[src/rtl/cpu_pkg.sv]
// Shared CPU types and widths for the writeback stage, the ID stage and the hazard unit.
// No logic and no latency; the enum encoding below is relied on by anything that decodes the WB state.
package cpu_pkg;

    localparam int DATA_W = 16;
    localparam int REG_AW = 4;

    localparam logic [REG_AW-1:0] REG_ZERO = '0;

    typedef enum logic [1:0] {
        RUN     = 2'd0,
        WAIT_LD = 2'd1,
        DRAIN   = 2'd2,
        HALTED  = 2'd3
    } wb_state_t;

endpackage

[src/rtl/wb_mux.sv]
// Writeback result select with priority link > load data > ALU result.
// Purely combinational, so it adds no latency and applies no backpressure.
module wb_mux #(
    parameter int DATA_W = 16
) (
    input  logic              i_link,
    input  logic              i_mem2reg,
    input  logic [DATA_W-1:0] i_pcPlus1,
    input  logic [DATA_W-1:0] i_memRdData,
    input  logic [DATA_W-1:0] i_aluRes,
    output logic [DATA_W-1:0] o_data
);

    always_comb begin
        o_data = i_aluRes;
        if (i_link) begin
            o_data = i_pcPlus1;
        end else if (i_mem2reg) begin
            o_data = i_memRdData;
        end
    end

endmodule

[src/rtl/wb_stage.sv]
// MEM/WB register and RF write port: 1-cycle latency from accept to o_wrEn/o_wrReg/o_wrData.
// Stalls upstream combinationally on a pending load and from halt capture until reset.
module wb_stage #(
    parameter int DATA_W       = 16,
    parameter int REG_AW       = 4,
    parameter int DRAIN_CYCLES = 3
) (
    input  logic              i_clk,
    input  logic              i_rst,
    input  logic              i_valid,
    input  logic [REG_AW-1:0] i_wrReg,
    input  logic              i_wrRegEn,
    input  logic              i_mem2reg,
    input  logic              i_link,
    input  logic              i_memRd,
    input  logic              i_memRdy,
    input  logic [DATA_W-1:0] i_aluRes,
    input  logic [DATA_W-1:0] i_memRdData,
    input  logic [DATA_W-1:0] i_pcPlus1,
    input  logic              i_hlt,
    output logic [REG_AW-1:0] o_wrReg,
    output logic [DATA_W-1:0] o_wrData,
    output logic              o_wrEn,
    output logic              o_stall,
    output logic              o_hlt,
    output logic              o_hltDone
);

    import cpu_pkg::*;

    localparam int CNT_W = $clog2(DRAIN_CYCLES) + 1;

    wb_state_t          r_state;
    logic [CNT_W-1:0]   r_cnt;
    logic [REG_AW-1:0]  r_wrReg;
    logic [DATA_W-1:0]  r_wrData;
    logic               r_wrEn;
    logic               r_hltDone;

    logic               w_ldMiss;
    logic               w_capture;
    logic               w_stall;
    logic [DATA_W-1:0]  w_selData;

    wb_mux #(
        .DATA_W(DATA_W)
    ) u_wb_mux (
        .i_link     (i_link),
        .i_mem2reg  (i_mem2reg),
        .i_pcPlus1  (i_pcPlus1),
        .i_memRdData(i_memRdData),
        .i_aluRes   (i_aluRes),
        .o_data     (w_selData)
    );

    // HLT outranks a load, so a halting instruction never waits on memory.
    assign w_ldMiss = i_valid & i_memRd & ~i_memRdy & ~i_hlt;

    always_comb begin
        w_stall   = 1'b1;
        w_capture = 1'b0;
        case (r_state)
            RUN: begin
                w_stall   = w_ldMiss;
                w_capture = i_valid & ~w_ldMiss;
            end
            WAIT_LD: begin
                w_stall   = ~i_memRdy;
                w_capture = i_memRdy;
            end
            default: begin
                w_stall   = 1'b1;
                w_capture = 1'b0;
            end
        endcase
    end

    always_ff @(posedge i_clk) begin
        if (i_rst) begin
            r_state   <= RUN;
            r_cnt     <= '0;
            r_wrReg   <= '0;
            r_wrData  <= '0;
            r_wrEn    <= 1'b0;
            r_hltDone <= 1'b0;
        end else begin
            r_wrEn <= 1'b0;
            // R0 writes still move the address/data registers; only the strobe is suppressed.
            if (w_capture) begin
                r_wrReg  <= i_wrReg;
                r_wrData <= w_selData;
                r_wrEn   <= i_wrRegEn & (|i_wrReg) & ~i_hlt;
            end
            case (r_state)
                RUN: begin
                    if (i_valid & i_hlt) begin
                        r_state <= DRAIN;
                        r_cnt   <= CNT_W'(DRAIN_CYCLES - 1);
                    end else if (w_ldMiss) begin
                        r_state <= WAIT_LD;
                    end
                end
                WAIT_LD: begin
                    if (i_memRdy) begin
                        r_state <= RUN;
                    end
                end
                DRAIN: begin
                    if (r_cnt == '0) begin
                        r_state   <= HALTED;
                        r_hltDone <= 1'b1;
                    end else begin
                        r_cnt <= r_cnt - CNT_W'(1);
                    end
                end
                HALTED: begin
                    r_hltDone <= 1'b1;
                end
                default: begin
                    r_state <= RUN;
                end
            endcase
        end
    end

    assign o_wrReg   = r_wrReg;
    assign o_wrData  = r_wrData;
    assign o_wrEn    = r_wrEn;
    assign o_stall   = w_stall;
    assign o_hlt     = (r_state == HALTED);
    assign o_hltDone = r_hltDone;

endmodule

[config.mk]
export PLATFORM = sky130hd
export DESIGN_NAME = wb_stage
export DESIGN_NICKNAME = d
export VERILOG_FILES = /design/src/rtl/cpu_pkg.sv /design/src/rtl/wb_mux.sv /design/src/rtl/wb_stage.sv
export SDC_FILE = /design/constraint.sdc
export NUM_CORES = 1
export LEC_CHECK = 0
export CORE_MARGIN = 5
export CORE_UTILIZATION = 55
export CTS_BUF_LIST = sky130_fd_sc_hd__clkbuf_8
export DETAILED_ROUTE_END_ITERATION = 6
export DONT_BUFFER_PORTS = 1
export GPL_ROUTABILITY_DRIVEN = 0
export MAX_ROUTING_LAYER = met4
export PLACE_DENSITY_LB_ADDON = 0.05
export SLEW_MARGIN = 20
export SYNTH_ARGS = -nofsm -noshare
export SYNTH_HDL_FRONTEND = slang
export SYNTH_SLANG_ARGS = --single-unit
export TNS_END_PERCENT = 30
[constraint.sdc]
create_clock -name i_clk -period 5.63 [get_ports i_clk]
set_clock_uncertainty 0.2 [all_clocks]
set_input_delay 1.126 -clock i_clk [delete_from_list [all_inputs] [get_ports i_clk]]
set_output_delay 1.126 -clock i_clk [all_outputs]
set_load 0.01 [all_outputs]
# [Word-level counts from Yosys, hierarchy flattened]
# Cells that the tools add are included.
# Widths: inputs -> output; s select.
[totals] regBits=27 inputBits=61 out_inout_bits=24 word_cells=50
[classes] n_addsub=1 n_eq_ne=8 mux=14 n_bitwise=11 n_reduce_logical=10
[op_table] operator="$mux 16" count=2
[op_table] operator="$mux 2" count=4
[op_table] operator="$ne 2x2->1 const B" count=4
[op_table] operator="$and 1x1->1" count=7
[op_table] operator="$mux 3" count=2
[op_table] operator="$pmux 1 s2" count=3
[op_table] operator="$pmux 2 s3" count=1
[op_table] operator="$pmux 3 s2" count=1
[op_table] operator="$eq 2x2->1 const B" count=2
[op_table] operator="$not 1->1" count=4
[op_table] operator="$reduce_and 4->1" count=1
[op_table] operator="$reduce_bool 2->1" count=2
[op_table] operator="$reduce_or 4->1" count=1
[op_table] operator="$logic_not 3->1" count=1
[op_table] operator="$ne 3x3->1 const B" count=1
[op_table] operator="$reduce_and 3->1" count=1
[op_table] operator="$reduce_bool 3->1" count=1
[op_table] operator="$sub 3x1->3 const B" count=1
[op_table] operator="$eq 2x1->1 const B" count=1
[op_table] operator="$logic_not 2->1" count=1
[op_table] operator="$reduce_and 2->1" count=1
[op_table] operator="$reduce_or 2->1" count=1
[op_table] operator="$mux 1" count=1

# [Longest topological paths before layout]
# Gate-level depths: netlist of run 1.
[depth] word_depth=8 ltp_mapped=7 mapped_depth_nobuf=6

# [Cells and area by module]
# A second synthesis of run 1 with hierarchy kept.
[hier_totals] cells_unflattened=172 area_unflattened_um2=1549.0
[by_module_without_submodules] mod="wb_stage" n_inst=1 cells_each=119 area_each_um2=1203.7 seq_area_each_um2=540.5
[by_module_without_submodules] mod="wb_mux" n_inst=1 cells_each=53 area_each_um2=345.3 seq_area_each_um2=0.0

# [Worst setup path before layout of run 1]
# OpenSTA, ideal clock, no wires.
[synth_timing] path_kind="input -> output" startpoint="input i_valid" endpoint="output o_stall" arrival_ns=1.531 required_ns=4.304 setup_slack_ns=2.773 stages=3 n_path_buf=1 cell_sequence="buf_6 a31oi_1 o22ai_1"
[synth_between] elab_chain_cells=4
[synth_rtl] item="start: declaration" line_no="wb_stage.sv:10" text="input logic i_valid,"
[synth_rtl] item="$and 1x1->1 (3 in a row)" line_no="wb_stage.sv:57" text="assign w_ldMiss = i_valid & i_memRd & ~i_memRdy & ~i_hlt;"
[synth_rtl] item="$pmux 1 s2" line_no="wb_stage.sv:62" text="case (r_state)"
[synth_rtl] item="end: declaration" line_no="wb_stage.sv:24" text="output logic o_stall,"
# Every way passes these cells.

# [Final worst setup path of run 1]
[layout_timing] startpoint="input i_hlt" endpoint="output o_stall"
[layout_between] elab_chain_cells=3
[layout_rtl] item="start: declaration" line_no="wb_stage.sv:20" text="input logic i_hlt,"
[layout_rtl] item="$not 1->1" line_no="wb_stage.sv:57"
[layout_rtl] item="$and 1x1->1" line_no="wb_stage.sv:57"
[layout_rtl] item="$pmux 1 s2" line_no="wb_stage.sv:62"
# Every way passes these cells.

==> results.ini, run 1 <==
[setup_path]
startpoint_type = input pin
cp_max_fo = 6
worstRegToRegCells = 6
r2r_start = r_state[0]
crit_required_ps = 4300
cp-end-kind = primary output
critPathKind = in2out
crit_arrival_ps = 1470
regToRegEndpoint = o_wrData[13]
ff2ff_setup_slack_ps = 3350

[global_route]
grt_usage_pct = 18.3
grt_pass1_vias = 1355
antenna_found_initial = 0
overflow = 0
grt_pass1_wl_um = 6150
grt_max_degree = 33

[synthesis]
seq_area_frac_synth_pct = 32.0
synthCells = 199
synth_top_area_share_pct = 32.0
synth_area_sq_um = 1690
synthTopCellsByArea = dfxtp_1, nand2_1, a21oi_2, mux2i_1, ha_1
synth-simple-area-share_pct = 21.1
synth_fp_nets = 267
yosysMostFrequentCell = nand2_1
synthTopCellsByCount = nand2_1, dfxtp_1, a21oi_2
synth_top_family_by_area = compound AO/OA/AOI/OAI gates
synth_compound_area_share_pct = 23.3
synth_xor_area_share_pct = 1.04
synth_edf_count = 0
synth_area_per_cell_sq_um = 8.48
synthArstFlopShare_pct = 0
synth_flop_cell = dfxtp_1
synthMuxAreaShare_pct = 10.1
yosys.area.top_type = dfxtp_1
ys_types = 34
synthAdderAreaFrac_pct = 5.19
ys_warn_count = 0
synth_seq_cells = 27

[sta]
holdWs_ps = 305
fin_crit_sh_pct = 49.6
setup_viol = 0
relSlewSlack_pct = 47.8
tightest_slew_ps = 783
slew_violations = 0
finalSetupTns_ps = 0
period_minus_slack_ps = 2790
hold_viol_final = 0
max_freq_mhz = 358
rsz0062_at_grt = no

[detailed_routing]
vias = 1327
drtIter0Drc = 67
drc_errors = 0
dr.pass1.iters = 4
via_per_inst = 5.95
wl_per_cell_um = 16.8
postRouteWirelength_um = 3740
postRouteAntennaNets = 0

[clock_network]
ctsHoldBuffers = 0
ctsResizeCount = 0
clockBufferDepth = 2
htree_levels = 1
cts_root_buffer = clkbuf_8
cts.sinks = 27
cts_setup_buffers = 0
clock_latency_ps = 270
clk_pin_slew_ps = 90
numCtsBuffers = 3
cts_tree = yes

[floorplanning]
core_area_sq_um = 3000
start_util_pct = 56.2
ios = 85
dieArea_sq_um = 4270
die_w_um = 65.4
row_count = 20
die_h_um = 65.4

[placed_design]
port-buffer-count = 0
place_area_sq_um = 1630
post-dp-hpwl_um = 2930

[min_path]
hp-class = reg2reg
hold_path_depth = 2
min-delay-start = o_wrReg[1]
hold_end = o_wrReg[1]

[finish]
fill_cells = 298
stdcell_area_sq_um = 1680
antenna_cells = 0
seq_area_sq_um = 541
finalNetCount = 259
drive_gt1_share_pct = 21.1
multiInputGateArea_sq_um = 1020
syn_to_final_growth_pct = -0.445

[run]
cap_violations = 0

[pwr]
ir_drop_uv = 161
power.density_nw_per_um2 = 431
leakagePower_nw = 0.658

[status]
run_status = completed

[critical path, cell delays in order]
cell and delay [ps]:
inv_1 30, a31oi_1 60, o22ai_1 240
[layer usage]
metal  share of wire [%]  track usage [%]  vias up
met2                  49             30.6       58
met5                   0                -        -
met1                  42             22.4      612
met4                0.86             5.18        0
li1                    -                -      653
met3                 7.4             3.76        4
[flip-flops by register name, summed over array words and instances, names as in the netlist]
name / cells
o_wrData: 16
o_wrEn: 1
r_state: 2
o_hltDone: 1
o_wrReg: 4
r_cnt: 3
[through the flow]
stage | setup WS, ps | power, mW | instances | utilization (%)
finish | 2840 | 0.723 | 223 | 55.9
global route | 2810 | 0.785 | 223 | 55.9
CTS | 2840 | 0.732 | 223 | 55.9
detailed placement | 2840 | 0.619 | 219 | 54.4
global placement | 2840 | 0.603 | 219 | 54.4
floorplan | 2770 | 0.594 | 199 | -
[how the worst max path moves through the flow]
stage / startpoint / endpoint / slack [ps] / cells past startpoint
final: i_hlt / o_stall / 2840 / 3
after global routing: i_hlt / o_stall / 2810 / 3
after CTS: i_hlt / o_stall / 2840 / 3
after detailed placement: i_hlt / o_stall / 2840 / 3
after global placement: i_hlt / o_stall / 2840 / 3
after floorplan: i_valid / o_stall / 2770 / 3
[where the power goes]
part           internal, mW  switching (mW)  leakage [nW]
clock                0.0496          0.0618        0.0255
combinational         0.133           0.191         0.411
sequential            0.237          0.0507         0.222
total                 0.420           0.303         0.658
[final cells by class]
cell class	count	area share [%]
multi-input combinational	152	61.0
sequential	27	32.2
clock buffer	3	2.46
tap	33	2.46
inverter	7	1.56
clock inverter	1	0.298
[placed cells by master (no fill, tap or decap), drive strengths merged, types with 2 or more instances in the layout]
master and n:
a21oi 22, a311oi 2, clkbuf 3, dfxtp 27
ha 7, inv 7, mux2i 17, nand2 60
nand2b 3, nor2 7, nor3 2, o21ai 16
xnor2 2
[cell families after synthesis]
kind of cell	after synthesis
fa+ha+maj	7
mux	17
flops	27
buf+inv	20
simple gates	76
xor+xnor	2
compound gates	50
(Power assumes the default switching activity.)
==> run 2, diff against run 1 <==
==> constraint.sdc (replaced) <==
create_clock -name i_clk -period 2.34 [get_ports i_clk]
set_clock_uncertainty 0.2 [all_clocks]
set_input_delay 0.468 -clock i_clk [delete_from_list [all_inputs] [get_ports i_clk]]
set_output_delay 0.468 -clock i_clk [all_outputs]
set_load 0.01 [all_outputs]
==> run 2 against run 1 <==
Effect of this change:
- hold slack worse by 250 ps
- combinational power grew to 2.5 times the previous value
- sequential share of layout area is 0.38 points lower
- largest cell class unchanged
- non-clock buffer count is 1 higher
- final area is 1.2% higher
- first-iteration DRC count is 10% higher
- sequential power is 140% higher
- worst setup slack worse by 2600 ps
- register-to-register slack worse by 3100 ps
- die area stayed put
- critical path type is now reg2out
==> results.ini, run 2 (same netlist as run 1, synthesis figures left out) <==
[detailed_routing]
dr.pass1.iters = 4
drc_errors = 0
via_per_inst = 5.97
drtIter0Drc = 74
postRouteAntennaNets = 0
wl_per_cell_um = 16.8
vias = 1338
postRouteWirelength_um = 3750

[sta]
relSlewSlack_pct = 71.9
timing.final.ws_setup_ps = 284
period_minus_slack_ps = 2060
hold_viol_final = 0
setup_viol = 0
rsz0062_at_grt = no
finalSetupTns_ps = 0
slew_violations = 0
fin_crit_sh_pct = 87.9
max_freq_mhz = 486
tightest_slew_ps = 422

[finish]
seq_area_sq_um = 541
multiInputGateArea_sq_um = 1030
layout_commonest_cell = nand2_1
finalNetCount = 260
drive_gt1_share_pct = 21.5
stdcell_count = 224
syn_to_final_growth_pct = 0.742
layout_common_cells = nand2_1, dfxtp_1, a21oi_2
fill_cells = 297
largest_reg_flops = 16
antenna_cells = 0

[global_route]
grt_pass1_wl_um = 5930
antenna_found_initial = 0
overflow = 0
grt_usage_pct = 17.7
grt_pass1_vias = 1279
grt_max_degree = 33

[clock_network]
numCtsBuffers = 3
cts.sinks = 27
clock_latency_ps = 260
cts_tree = yes
cts_setup_buffers = 0
htree_levels = 1
ctsHoldBuffers = 0
cts_root_buffer = clkbuf_8
clockBufferDepth = 2
clk_pin_slew_ps = 90

[pwr]
power.density_nw_per_um2 = 1030
ir_drop_uv = 360
leakagePower_nw = 0.674

[placed_design]
dp.cells = 220
post-dp-hpwl_um = 2970
place_ws_ps = 132
port-buffer-count = 0

[floorplanning]
die_h_um = 65.4
ios = 85
dieArea_sq_um = 4270
die_w_um = 65.4
start_util_pct = 56.2
row_count = 20
core_area_sq_um = 3000

[setup_path]
regToRegEndpoint = o_wrData[1]
crit_buf_inv = 1
cp.depth = 3
critPathMaxStageDelay_ps = 410
crit_required_ps = 1670
crit_end = o_stall
worstRegToRegCells = 7
cp_cell_sequence = inv_1 > ha_1 > o22ai_1
startpoint_type = register
cpMaxStageDelayCell = dfxtp_1
r2r_start = r_state[0]
cp_max_fo = 7
cp-end-kind = primary output
ff2ff_setup_slack_ps = 300
critPathKind = reg2out
cpLargestDelayFamily = flip-flops
crit_start = r_state[0]
crit_arrival_ps = 1390

[min_path]
min-delay-start = i_rst
hp-class = in2reg

[run]
cap_violations = 0

[status]
run_status = completed

-- run 2: power by group --
| group | switching, mW | total (mW) | internal [mW] |
|---|---|---|---|
| sequential | 0.119 | 0.690 | 0.571 |
| combinational | 0.465 | 0.817 | 0.352 |
| clock | 0.131 | 0.248 | 0.117 |
| total | 0.715 | 1.75 | 1.04 |
-- run 2: worst min path at each step --
stage,end,depth (start not counted)
floorplan,r_cnt[1],2
global placement,r_cnt[1],2
detailed placement,r_cnt[1],2
CTS,o_wrData[9],1
global route,o_wrData[9],1
finish,o_wrData[9],1
-- run 2: metrics by stage --
stage | hold WS, ps | utilization (%) | total power [mW] | cell area (sq um)
2_1_floorplan | 276 | - | 1.43 | 1690
3_3_place_gp | 282 | 55.0 | 1.49 | 1650
3_5_place_dp | 297 | 55.0 | 1.52 | 1650
4_1_cts | 48.0 | 56.5 | 1.78 | 1700
5_1_grt | 40.4 | 56.6 | 1.92 | 1700
6_report | 57.7 | 56.6 | 1.75 | 1700
-- run 2: what timing repair did --
item | in CTS | in global routing
endpoints found under the setup margin | 0 | 20
hold endpoints to repair | 0 | 0
gates resized for setup | 0 | 1
-- run 2: final cells by class --
cell class | count | share of cell area (%)
clock buffer | 3 | 2.43
clock inverter | 1 | 0.221
inverter | 7 | 1.55
multi-input combinational | 152 | 60.4
sequential | 27 | 31.8
tap | 33 | 2.43
timing repair buffer | 1 | 1.18
-- run 2: layer usage --
metal | share of wire (%) | up-vias | GRT usage, %
li1 | - | 654 | -
met1 | 41 | 631 | 20.9
met2 | 49 | 51 | 30.5
met3 | 9.4 | 2 | 4.96
met4 | 0.29 | 0 | 3.11
met5 | 0 | - | -
==> run 3, diff against run 2 <==
--- a/config.mk
+++ b/config.mk
@@ -5,11 +5,11 @@
 export SDC_FILE = /design/constraint.sdc
 export NUM_CORES = 1
 export LEC_CHECK = 0
+export BUFFER_PORTS_ARGS = -buffer_cell sky130_fd_sc_hd__buf_2
 export CORE_MARGIN = 5
-export CORE_UTILIZATION = 55
+export CORE_UTILIZATION = 43
 export CTS_BUF_LIST = sky130_fd_sc_hd__clkbuf_8
 export DETAILED_ROUTE_END_ITERATION = 6
-export DONT_BUFFER_PORTS = 1
 export GPL_ROUTABILITY_DRIVEN = 0
 export MAX_ROUTING_LAYER = met4
 export PLACE_DENSITY_LB_ADDON = 0.05
==> run 3 against run 2 <==
Effect of this change:
- sequential share of layout area decreased by 6.5 points
- sequential power decreased by 6.4%
- worst setup slack got worse by 39 ps
- critical path type unchanged
- sequential cell count unchanged
- critical endpoint unchanged
- via count increased by 16%
==> results.ini, run 3 (same netlist as run 1, synthesis figures left out) <==
[status]
run_status = completed

[clock_network]
ctsResizeCount = 0
cts.sinks = 27
clockBufferDepth = 2
clock_latency_ps = 270
numCtsBuffers = 3
cts_tree = yes
cts_root_buffer = clkbuf_8
htree_levels = 1
ctsHoldBuffers = 0
clk_pin_slew_ps = 90
cts_setup_buffers = 0

[sta]
setup_viol = 0
period_minus_slack_ps = 2090
rsz0062_at_grt = no
fin_crit_sh_pct = 89.5
max_freq_mhz = 477
slew_violations = 0
relSlewSlack_pct = 65.6
hold_viol_final = 0
finalSetupTns_ps = 0
tightest_slew_ps = 515

[finish]
antenna_cells = 0
syn_to_final_growth_pct = 26.6
layout_common_cells = buf_2, nand2_1, dfxtp_1
seq_area_sq_um = 541
layout_commonest_cell = buf_2
fill_cells = 390
drive_gt1_share_pct = 46.0
finalNetCount = 345
stdcell_area_sq_um = 2130
largest_reg_flops = 16
multiInputGateArea_sq_um = 1030

[setup_path]
crit_arrival_ps = 1430
cp_max_fo = 7
crit_required_ps = 1670
cp-end-kind = primary output
worstRegToRegCells = 7
r2r_start = r_state[0]
critPathKind = reg2out
ff2ff_setup_slack_ps = 310
startpoint_type = register
regToRegEndpoint = o_wrReg[3]

[pwr]
combPwrFrac_pct = 51.7
leakagePower_nw = 1.03
ir_drop_uv = 284
clkPwrFrac_pct = 13.9
net-switching-power_uw = 772
switching_share_pct = 41.1
power.density_nw_per_um2 = 881
seqPwrFrac_pct = 34.4
internal-power_mw = 1.11

[floorplanning]
ios = 85
die_h_um = 72.6
row_count = 22
dieArea_sq_um = 5280
start_util_pct = 45.1
die_w_um = 72.6
core_area_sq_um = 3740

[detailed_routing]
wl_per_cell_um = 12.3
drc_errors = 0
drtIter0Drc = 42
dr.pass1.iters = 4
postRouteAntennaNets = 0
vias = 1556
postRouteWirelength_um = 3980
via_per_inst = 4.80

[placed_design]
post-dp-hpwl_um = 3230
port-buffer-count = 84
place_area_sq_um = 2090

[min_path]
hp-class = in2reg
hold_path_depth = 3
hold_end = o_wrEn
min-delay-start = i_wrRegEn

[global_route]
grt_pass1_vias = 1573
overflow = 0
antenna_found_initial = 0
grt_usage_pct = 16.2
grt_pass1_wl_um = 6720
grt_max_degree = 33

[run]
cap_violations = 0

[run 3: cell count changes in the layout (fill, tap and decap cells not counted)]
| cell | change |
|---|---|
| clkinv_2 | +1 |
| buf_4 | +2 |
| inv_1 | -1 |
| buf_2 | +84 |
| buf_12 | -1 |
[run 3: per-stage QoR]
stage | util, % | worst slack [ps] | hold WS [ps] | power (mW) | cells
after floorplan | - | 568 | 276 | 1.43 | 199
after global placement | 55.7 | 205 | 249 | 1.63 | 320
after detailed placement | 55.7 | 155 | 252 | 1.64 | 320
after CTS | 57.0 | 120 | 228 | 1.90 | 324
after global routing | 57.0 | 151 | 246 | 2.04 | 324
final | 57.0 | 245 | 233 | 1.88 | 324
[run 3: worst max-delay path, cell delays in order (launching register included)]
cell and delay (ps):
dfxtp_1 430, inv_1 90, ha_1 310, o22ai_1 190, buf_2 150
[run 3: per-layer routing]
layer | share of wire, % | GRT usage, %
met1 | 46 | 19.8
met2 | 47 | 26.6
met3 | 6.3 | 2.34
met4 | 1.2 | 6.97
met5 | 0 | -
[run 3: final cells by class]
type                       count  area share, %
multi-input combinational    152           48.1
sequential                    27           25.3
timing repair buffer          86           20.4
tap                           48           2.81
clock buffer                   3           1.93
inverter                       7           1.23
clock inverter                 1          0.234
[run 3: worst max-delay path by stage]
| stage | slack, ps | to | depth (start not counted) | startpoint |
|---|---|---|---|---|
| global route | 150 | o_stall | 4 | r_state[0] |
| detailed placement | 160 | o_wrData[2] | 6 | r_state[1] |
| finish | 250 | o_stall | 4 | r_state[0] |
| global placement | 210 | o_wrData[13] | 6 | r_state[0] |
| floorplan | 570 | o_wrReg[3] | 7 | r_state[0] |
| CTS | 120 | o_wrData[9] | 6 | r_state[0] |
[run 3: power groups by stage]
stage | combinational (mW) | sequential [mW] | clock, mW
final | 0.973 | 0.646 | 0.261
after global routing | 1.09 | 0.662 | 0.288
after CTS | 0.984 | 0.646 | 0.271
after detailed placement | 0.980 | 0.655 | 0
after global placement | 0.977 | 0.655 | 0
after floorplan | 0.752 | 0.678 | 0
